File: config.mk
export PLATFORM = sky130hd
export DESIGN_NAME = decode_regread_stage
export DESIGN_NICKNAME = d
export VERILOG_FILES = /design/src/rtl/decode_regread_stage.sv
export SDC_FILE = /design/constraint.sdc
export NUM_CORES = 2
export LEC_CHECK = 0
export BUFFER_PORTS_ARGS = -buffer_cell sky130_fd_sc_hd__buf_2
export CORE_MARGIN = 2
export CORE_UTILIZATION = 63
export CTS_BUF_LIST = sky130_fd_sc_hd__clkbuf_16
export CTS_CLUSTER_SIZE = 25
export DETAILED_ROUTE_END_ITERATION = 8
export PLACE_DENSITY = 0.8
export SETUP_SLACK_MARGIN = 0.3
export SLEW_MARGIN = 10
export SYNTH_ARGS = -nofsm -noshare
export SYNTH_HDL_FRONTEND = slang
export SYNTH_SLANG_ARGS = --single-unit
File: constraint.sdc
create_clock -name clk -period 4.4 [get_ports clk]
set_input_delay 0.88 -clock clk [delete_from_list [all_inputs] [get_ports clk]]
set_output_delay 0.88 -clock clk [all_outputs]
set_load 0.1 [all_outputs]
File: src/rtl/decode_regread_stage.sv
// decode_regread_stage: RV32I OP/OP-IMM decode, register read and busy scoreboard ahead of the ALU.
// Owns the register file write port driven by writeback.
module decode_regread_stage #(
    parameter bit ENABLE_BYPASS = 1'b1
) (
    input  logic        clk,
    input  logic        rst_n,
    input  logic        in_valid,
    input  logic [31:0] in_instr,
    output logic        in_ready,
    output logic        out_valid,
    input  logic        out_ready,
    output logic [31:0] out_rs1,
    output logic [31:0] out_rs2,
    output logic [11:0] out_imm,
    output logic        out_imm_select,
    output logic [2:0]  out_funct3,
    output logic [6:0]  out_funct7,
    output logic [4:0]  out_rd,
    output logic        out_illegal,
    input  logic        wb_en,
    input  logic [4:0]  wb_rd,
    input  logic [31:0] wb_data
);
    logic [31:0] rf_q [32];
    logic [31:0] busy_q, busy_d, busy_eff;
    logic        valid_q, valid_d, ill_q, ill_d, imm_sel_q, imm_sel_d;
    logic [31:0] rs1_q, rs1_d, rs2_q, rs2_d;
    logic [11:0] imm_q, imm_d;
    logic [2:0]  f3_q, f3_d;
    logic [6:0]  f7_q, f7_d;
    logic [4:0]  rd_q, rd_d;
    logic [6:0]  opcode;
    logic [4:0]  rd, rs1, rs2;
    logic        is_op, is_imm, legal, hazard, accept, wb_hit;
    logic [31:0] rs1_val, rs2_val;

    assign opcode = in_instr[6:0];
    assign rd     = in_instr[11:7];
    assign rs1    = in_instr[19:15];
    assign rs2    = in_instr[24:20];
    assign is_op  = opcode == 7'h33;
    assign is_imm = opcode == 7'h13;
    assign legal  = is_op || is_imm;
    assign wb_hit = wb_en && wb_rd != 5'd0;

    // A register being written back this cycle is already free when bypassing.
    always_comb begin
        busy_eff = '0;
        for (int i = 0; i < 32; i++)
            busy_eff[i] = busy_q[i] && !(ENABLE_BYPASS && wb_en && wb_rd == 5'(i));
    end

    assign hazard   = legal && (busy_eff[rs1] || busy_eff[rd] || (is_op && busy_eff[rs2]));
    assign in_ready = rst_n && (!valid_q || out_ready) && !hazard;
    assign accept   = in_valid && in_ready;

    assign rs1_val = rs1 == 5'd0 ? 32'd0 :
                     (ENABLE_BYPASS && wb_en && wb_rd == rs1) ? wb_data : rf_q[rs1];
    assign rs2_val = rs2 == 5'd0 ? 32'd0 :
                     (ENABLE_BYPASS && wb_en && wb_rd == rs2) ? wb_data : rf_q[rs2];

    always_comb begin
        valid_d   = accept ? 1'b1 : (valid_q && !out_ready);
        ill_d     = accept ? !legal : ill_q;
        imm_sel_d = accept ? is_imm : imm_sel_q;
        rs1_d     = accept ? (legal ? rs1_val : 32'd0) : rs1_q;
        rs2_d     = accept ? (is_op ? rs2_val : 32'd0) : rs2_q;
        imm_d     = accept ? (is_imm ? in_instr[31:20] : 12'd0) : imm_q;
        f3_d      = accept ? in_instr[14:12] : f3_q;
        f7_d      = accept ? in_instr[31:25] : f7_q;
        rd_d      = accept ? (legal ? rd : 5'd0) : rd_q;
        busy_d    = busy_q;
        if (wb_hit)
            busy_d[wb_rd] = 1'b0;
        if (accept && legal && rd != 5'd0)
            busy_d[rd] = 1'b1;
    end

    always_ff @(posedge clk or negedge rst_n) begin
        if (!rst_n) begin
            valid_q   <= 1'b0;
            ill_q     <= 1'b0;
            imm_sel_q <= 1'b0;
            rs1_q     <= '0;
            rs2_q     <= '0;
            imm_q     <= '0;
            f3_q      <= '0;
            f7_q      <= '0;
            rd_q      <= '0;
            busy_q    <= '0;
        end else begin
            valid_q   <= valid_d;
            ill_q     <= ill_d;
            imm_sel_q <= imm_sel_d;
            rs1_q     <= rs1_d;
            rs2_q     <= rs2_d;
            imm_q     <= imm_d;
            f3_q      <= f3_d;
            f7_q      <= f7_d;
            rd_q      <= rd_d;
            busy_q    <= busy_d;
        end
    end

    always_ff @(posedge clk or negedge rst_n) begin
        if (!rst_n) begin
            for (int i = 0; i < 32; i++)
                rf_q[i] <= '0;
        end else if (wb_hit) begin
            rf_q[wb_rd] <= wb_data;
        end
    end

    assign out_valid      = valid_q;
    assign out_illegal    = ill_q;
    assign out_imm_select = imm_sel_q;
    assign out_rs1        = rs1_q;
    assign out_rs2        = rs2_q;
    assign out_imm        = imm_q;
    assign out_funct3     = f3_q;
    assign out_funct7     = f7_q;
    assign out_rd         = rd_q;
endmodule

# Word level (Yosys, flattened, before mapping)
# Cells that the tools add are included.
[word_totals]
ff_bits = 1150
latch_bits = 0
mem_bits_rw = 0
romBits = 0
out_inout_bits = 95
word_cells = 246
mem_count = 0
[op_classes]
add_sub_neg = 0
multipliers = 0
div = 0
order_cmp = 10
n_eq_ne = 35
shift = 0
muxes = 30
bitwise = 6
n_reduce_logical = 123
[op_table]
columns = ["cell", "count"]
rows = [
  ["$bwmux W1024", 1],
  ["$mux W32", 13],
  ["$bmux W32 S5", 2],
  ["$demux W32 S5", 1],
  ["$eq A5 B5 Y1 const B", 16],
  ["$logic_and A1 B1 Y1", 78],
  ["$eq A5 B4 Y1 const B", 8],
  ["$logic_not A1 Y1", 36],
  ["$and A32 B32 Y32", 1],
  ["$not A32 Y32", 1],
  ["$or A32 B32 Y32", 1],
  ["$lt A5 B6 Y1 const B", 4],
  ["$eq A5 B3 Y1 const B", 4],
  ["$ge A6 B6 Y1 const B", 3],
  ["$not A5 Y6", 3],
  ["$bmux W1 S5", 3],
  ["$logic_not A5 Y1", 3],
  ["$mux W12", 1],
  ["$demux W1 S5", 2],
  ["$eq A5 B2 Y1 const B", 2],
  ["$eq A5 B5 Y1", 2],
  ["$ge A5 B1 Y1 const B", 2],
  ["$reduce_bool A5 Y1", 2],
  ["$eq A7 B5 Y1 const B", 1],
  ["6 further kinds", 14],
]

# Logic depth before layout (Yosys ltp)
[depth]
word_depth = 15
mapped_depth = 15
mapped_depth_nobuf = 8

# Worst setup path before layout
# Ideal clock, no wire load.
[synth_path]
path_kind = "input -> output"
startpoint = "input port wb_rd[0]"
endpoint = "output port in_ready"
arrival_time_ps = 3485
required_ps = 3520
path_slack_ps = 35
cell_stages = 10
path_buffers = 3
path_cell_list = "buf_4 -> or2_0 -> buf_2 -> o21ai_0 -> mux4_2 -> o2bb2ai_1 -> a2111oi_0 -> and4_1 -> buf_4 -> o2111a_1"
[synth_via]
elab_chain_len = 11
[synth_lines]
columns = ["item", "line_no", "source"]
rows = [
  ["start, declared", "22", "input logic [4:0] wb_rd,"],
  ["$eq A5 B1 Y1, or another cell as far along", "51", "busy_eff[i] = busy_q[i] && !(ENABLE_BYPASS && wb_en && wb_rd == 5'(i));"],
  ["$logic_and A1 B1 Y1", "51", ""],
  ["$logic_not A1 Y1", "51", ""],
  ["$logic_and A1 B1 Y1", "51", ""],
  ["$bmux W1 S5", "54", "assign hazard = legal && (busy_eff[rs1] || busy_eff[rd] || (is_op && busy_eff[rs2]));"],
  ["$mux W1 (implied by the code)", "54", ""],
  ["$logic_or A1 B1 Y1 or $logic_and A1 B1 Y1 (tied branches)", "54", ""],
  ["$logic_or A1 B1 Y1 (*)", "54", ""],
  ["$logic_and A1 B1 Y1 (*)", "54", ""],
  ["$logic_not A1 Y1 (*)", "55", "assign in_ready = rst_n && (!valid_q || out_ready) && !hazard;"],
  ["$logic_and A1 B1 Y1 (*)", "55", ""],
  ["end, declared", "10", "output logic in_ready,"],
]
# Every way passes the cells marked *; elsewhere a longest branch is shown, timed or not. The select of a mux whose other input is x is not followed.

# Worst setup path after layout
# Ends and elaborated chain as after synthesis.

==> impl_metrics.py <==
metrics = {
    "outcome": {
        "status": "complete, no violations",
    },
    "synth": {
        "ys_types": 70,
        "yosysSeqAreaShare_pct": 47.5,
        "synthAdderAreaFrac_pct": 0,
        "synth_compound_area_share_pct": 3.72,
        "synth_area_leaders": "dfrtp_1 (48%), mux4_2 (22%), mux2_2 (19%), clkbuf_1 (2.0%), mux2i_1 (1.6%)",
        "synth-seq-cells": 1150,
        "syn_inst": 3956,
        "ys.flop_type": "dfrtp_1",
        "synth_area_mm2": 0.0605,
        "syn_avg_cell_area_um2": 15.3,
        "yosysMostFrequentCell": "dfrtp_1",
        "yosysTopAreaCell": "dfrtp_1",
        "synth-simple-area-share_pct": 2.11,
        "muxShareOfSynthArea_pct": 43.3,
        "synth.top_cell.area_share_pct": 47.5,
        "synth_xor_area_share_pct": 0.130,
        "synth_top_family_by_area": "multiplexers",
        "synth-edff-count": 0,
        "ys_warn_count": 0,
        "async_reset_ff_share_pct": 100,
        "syn_nets": 4030,
        "synthTopCellsByCount": "dfrtp_1 (1150), mux2_2 (1020), mux4_2 (599)",
    },
    "drt": {
        "wirelength_mm": 176,
        "wl_per_cell_um": 33.0,
        "via_per_inst": 7.30,
        "drc": 0,
        "vias": 38900,
        "drtPass1Iterations": 7,
        "ant_nets": 0,
        "drtIter0Drc": 4435,
    },
    "setup_path": {
        "path_max_fanout": 6,
        "critical_path_class": "in -> out",
        "end_kind": "output pin",
        "cp.arrival_ps": 3200,
        "r2r-end": "out_rs1[23]$_DFFE_PN0P_",
        "critical_path.startpoint_type": "primary input",
        "reg2reg_from": "busy_q[27]$_DFF_PN0_",
        "reg2regPathDepth": 9,
        "ff2ff_setup_slack_ps": 1380,
        "required_ps": 3520,
    },
    "clocking": {
        "clk_latency_ps": 720,
        "numCtsBuffers": 118,
        "cts_buffer_depth": 3,
        "cts.sinks": 1150,
        "root_buffer": "clkbuf_16",
        "tritoncts": "built",
        "cts_hold_buf": 0,
        "htreeDepth": 3,
        "path_clk_slew_ps": 60,
    },
    "grt": {
        "grt_usage_pct": 36.3,
        "grt_max_degree": 171,
        "grt_pass1_vias": 39900,
        "overflow": 0,
        "antenna_found_initial": 6,
        "grt_pass1_wl_mm": 263,
    },
    "sta": {
        "tightest_slew_ps": 1210,
        "post-route-min-period_ps": 4080,
        "tns_ps": 0,
        "slew_headroom_pct": 19.3,
        "timing.fmax_mhz": 245,
        "period_share_pct": 92.6,
        "finalHoldViolCount": 0,
        "skew_ps": 27.4,
        "finalMaxSlewViolations": 0,
        "setup_viol": 0,
        "rsz0062_at_grt": "false",
    },
    "flow_run": {
        "maxCapViolCount": 0,
    },
    "layout": {
        "syn2layout_area_growth_pct": 11.0,
        "final_area_mm2": 0.0672,
        "drive_above_1_share_pct": 54.7,
        "nFillCells": 6108,
        "fin_nets": 4037,
    },
    "die": {
        "core_area_mm2": 0.0952,
        "pin_count": 169,
        "dieArea_mm2": 0.0986,
        "fp.dieH_um": 314,
        "row_count": 113,
        "dieWidth_um": 314,
        "start_util_pct": 63.6,
    },
    "worst_hold_path": {
        "hp-class": "in -> async",
    },
    "placement": {
        "routabilityCongestion": 0.947,
        "placed_cell_area_mm2": 0.0630,
        "dp_hpwl_mm": 96.8,
        "port_buffers": 168,
    },
    "power_and_ir_drop": {
        "ir_worst_vdd_uv": 358,
        "p_leak_uw": 0.0293,
        "cellPowerDensity_mw_per_mm2": 438,
    },
}
per-stage QoR:
| step | util (%) | hold slack, ps | setup slack [ps] | instances | total power, µW |
|---|---|---|---|---|---|
| CTS | 70.1 | 8.69 | 308 | 5296 | 29400 |
| global placement | 66.2 | 377 | 12.5 | 5078 | 19400 |
| floorplan | - | 440 | 306 | 3956 | 18100 |
| finish | 70.6 | 23.8 | 325 | 5329 | 29400 |
| global route | 70.6 | 33.4 | 287 | 5326 | 30500 |
| detailed placement | 66.2 | 383 | 85.0 | 5078 | 19800 |
sequential cells by signal, summed over array words and instances (netlist names):
signal / cells
rf_q: 1024
busy_q: 32
out_rs1: 32
out_rs2: 32
out_imm: 12
out_funct7: 7
out_rd: 5
out_funct3: 3
out_illegal: 1
out_imm_select: 1
out_valid: 1
layer usage:
layer  track usage [%]  wire [µm]  vias to the layer above
met5                 0         26                        -
met4              15.1       7430                        4
met3              8.25      17700                      447
met2              54.6      81600                     2144
met1              52.0      69000                    20900
li1                  -          -                    15400
final cells by class:
| type | instances | area, µm² | area share (%) |
|---|---|---|---|
| Antenna cell | 5 | 12.5 | 0.0186 |
| Clock buffer | 118 | 2950 | 4.40 |
| Clock inverter | 98 | 702 | 1.04 |
| Inverter | 30 | 121 | 0.181 |
| Multi-Input combinational cell | 2319 | 30200 | 45.0 |
| Sequential cell | 1150 | 28800 | 42.8 |
| Tap cell | 1265 | 1580 | 2.36 |
| Timing Repair Buffer | 344 | 2820 | 4.19 |
what timing repair did:
item                                    CTS  global route
setup buffers                             2            28
pin swaps                                 3            17
endpoints found under the setup margin    1             1
hold endpoints to repair                  0             0
resized for setup                        27            49
cell usage in the layout (no fill, tap or decap), types with 19 or more instances in the layout:
cell | synthesis | routed
buf_12 | 0 | 38
nor2_1 | 66 | 46
nand2_1 | 94 | 87
o21ai_0 | 92 | 79
inv_1 | 30 | 55
buf_4 | 10 | 128
a221oi_1 | 26 | 26
buf_2 | 32 | 151
clkbuf_16 | 0 | 118
clkinv_2 | 0 | 19
mux2_2 | 1020 | 1020
nand3_1 | 32 | 30
dfrtp_1 | 1150 | 1150
mux2i_1 | 96 | 96
o2bb2ai_1 | 36 | 36
nor2_4 | 0 | 21
mux4_2 | 599 | 599
clkinv_1 | 0 | 28
o31ai_1 | 32 | 32
kinds of logic after synthesis:
kind of cell,count (synthesis)
mux,1732
flops,1150
buf+inv,487
compound gates,316
simple gates,262
xor+xnor,9
worst max path at each step:
stage,endpoint,startpoint
6_report,in_ready,wb_rd[0]
3_5_place_dp,in_ready,wb_rd[0]
4_1_cts,in_ready,wb_rd[4]
3_3_place_gp,in_ready,wb_rd[0]
2_1_floorplan,in_ready,wb_rd[0]
5_1_grt,in_ready,wb_rd[1]
worst max-delay path, stage by stage:
cell	delay, ps
buf_6	80
buf_6	120
nand2b_4	160
buf_6	120
o21ai_4	70
mux4_2	500
o31ai_4	250
a211oi_2	70
or4_4	560
o2111a_2	200
buf_12	170
power by group:
group	switching (µW)	total, µW	internal [µW]
clock network	4350	9670	5320
registers	1320	13700	12400
logic	2400	6020	3630
total	8070	29400	21300
(Power assumes the default switching activity.)
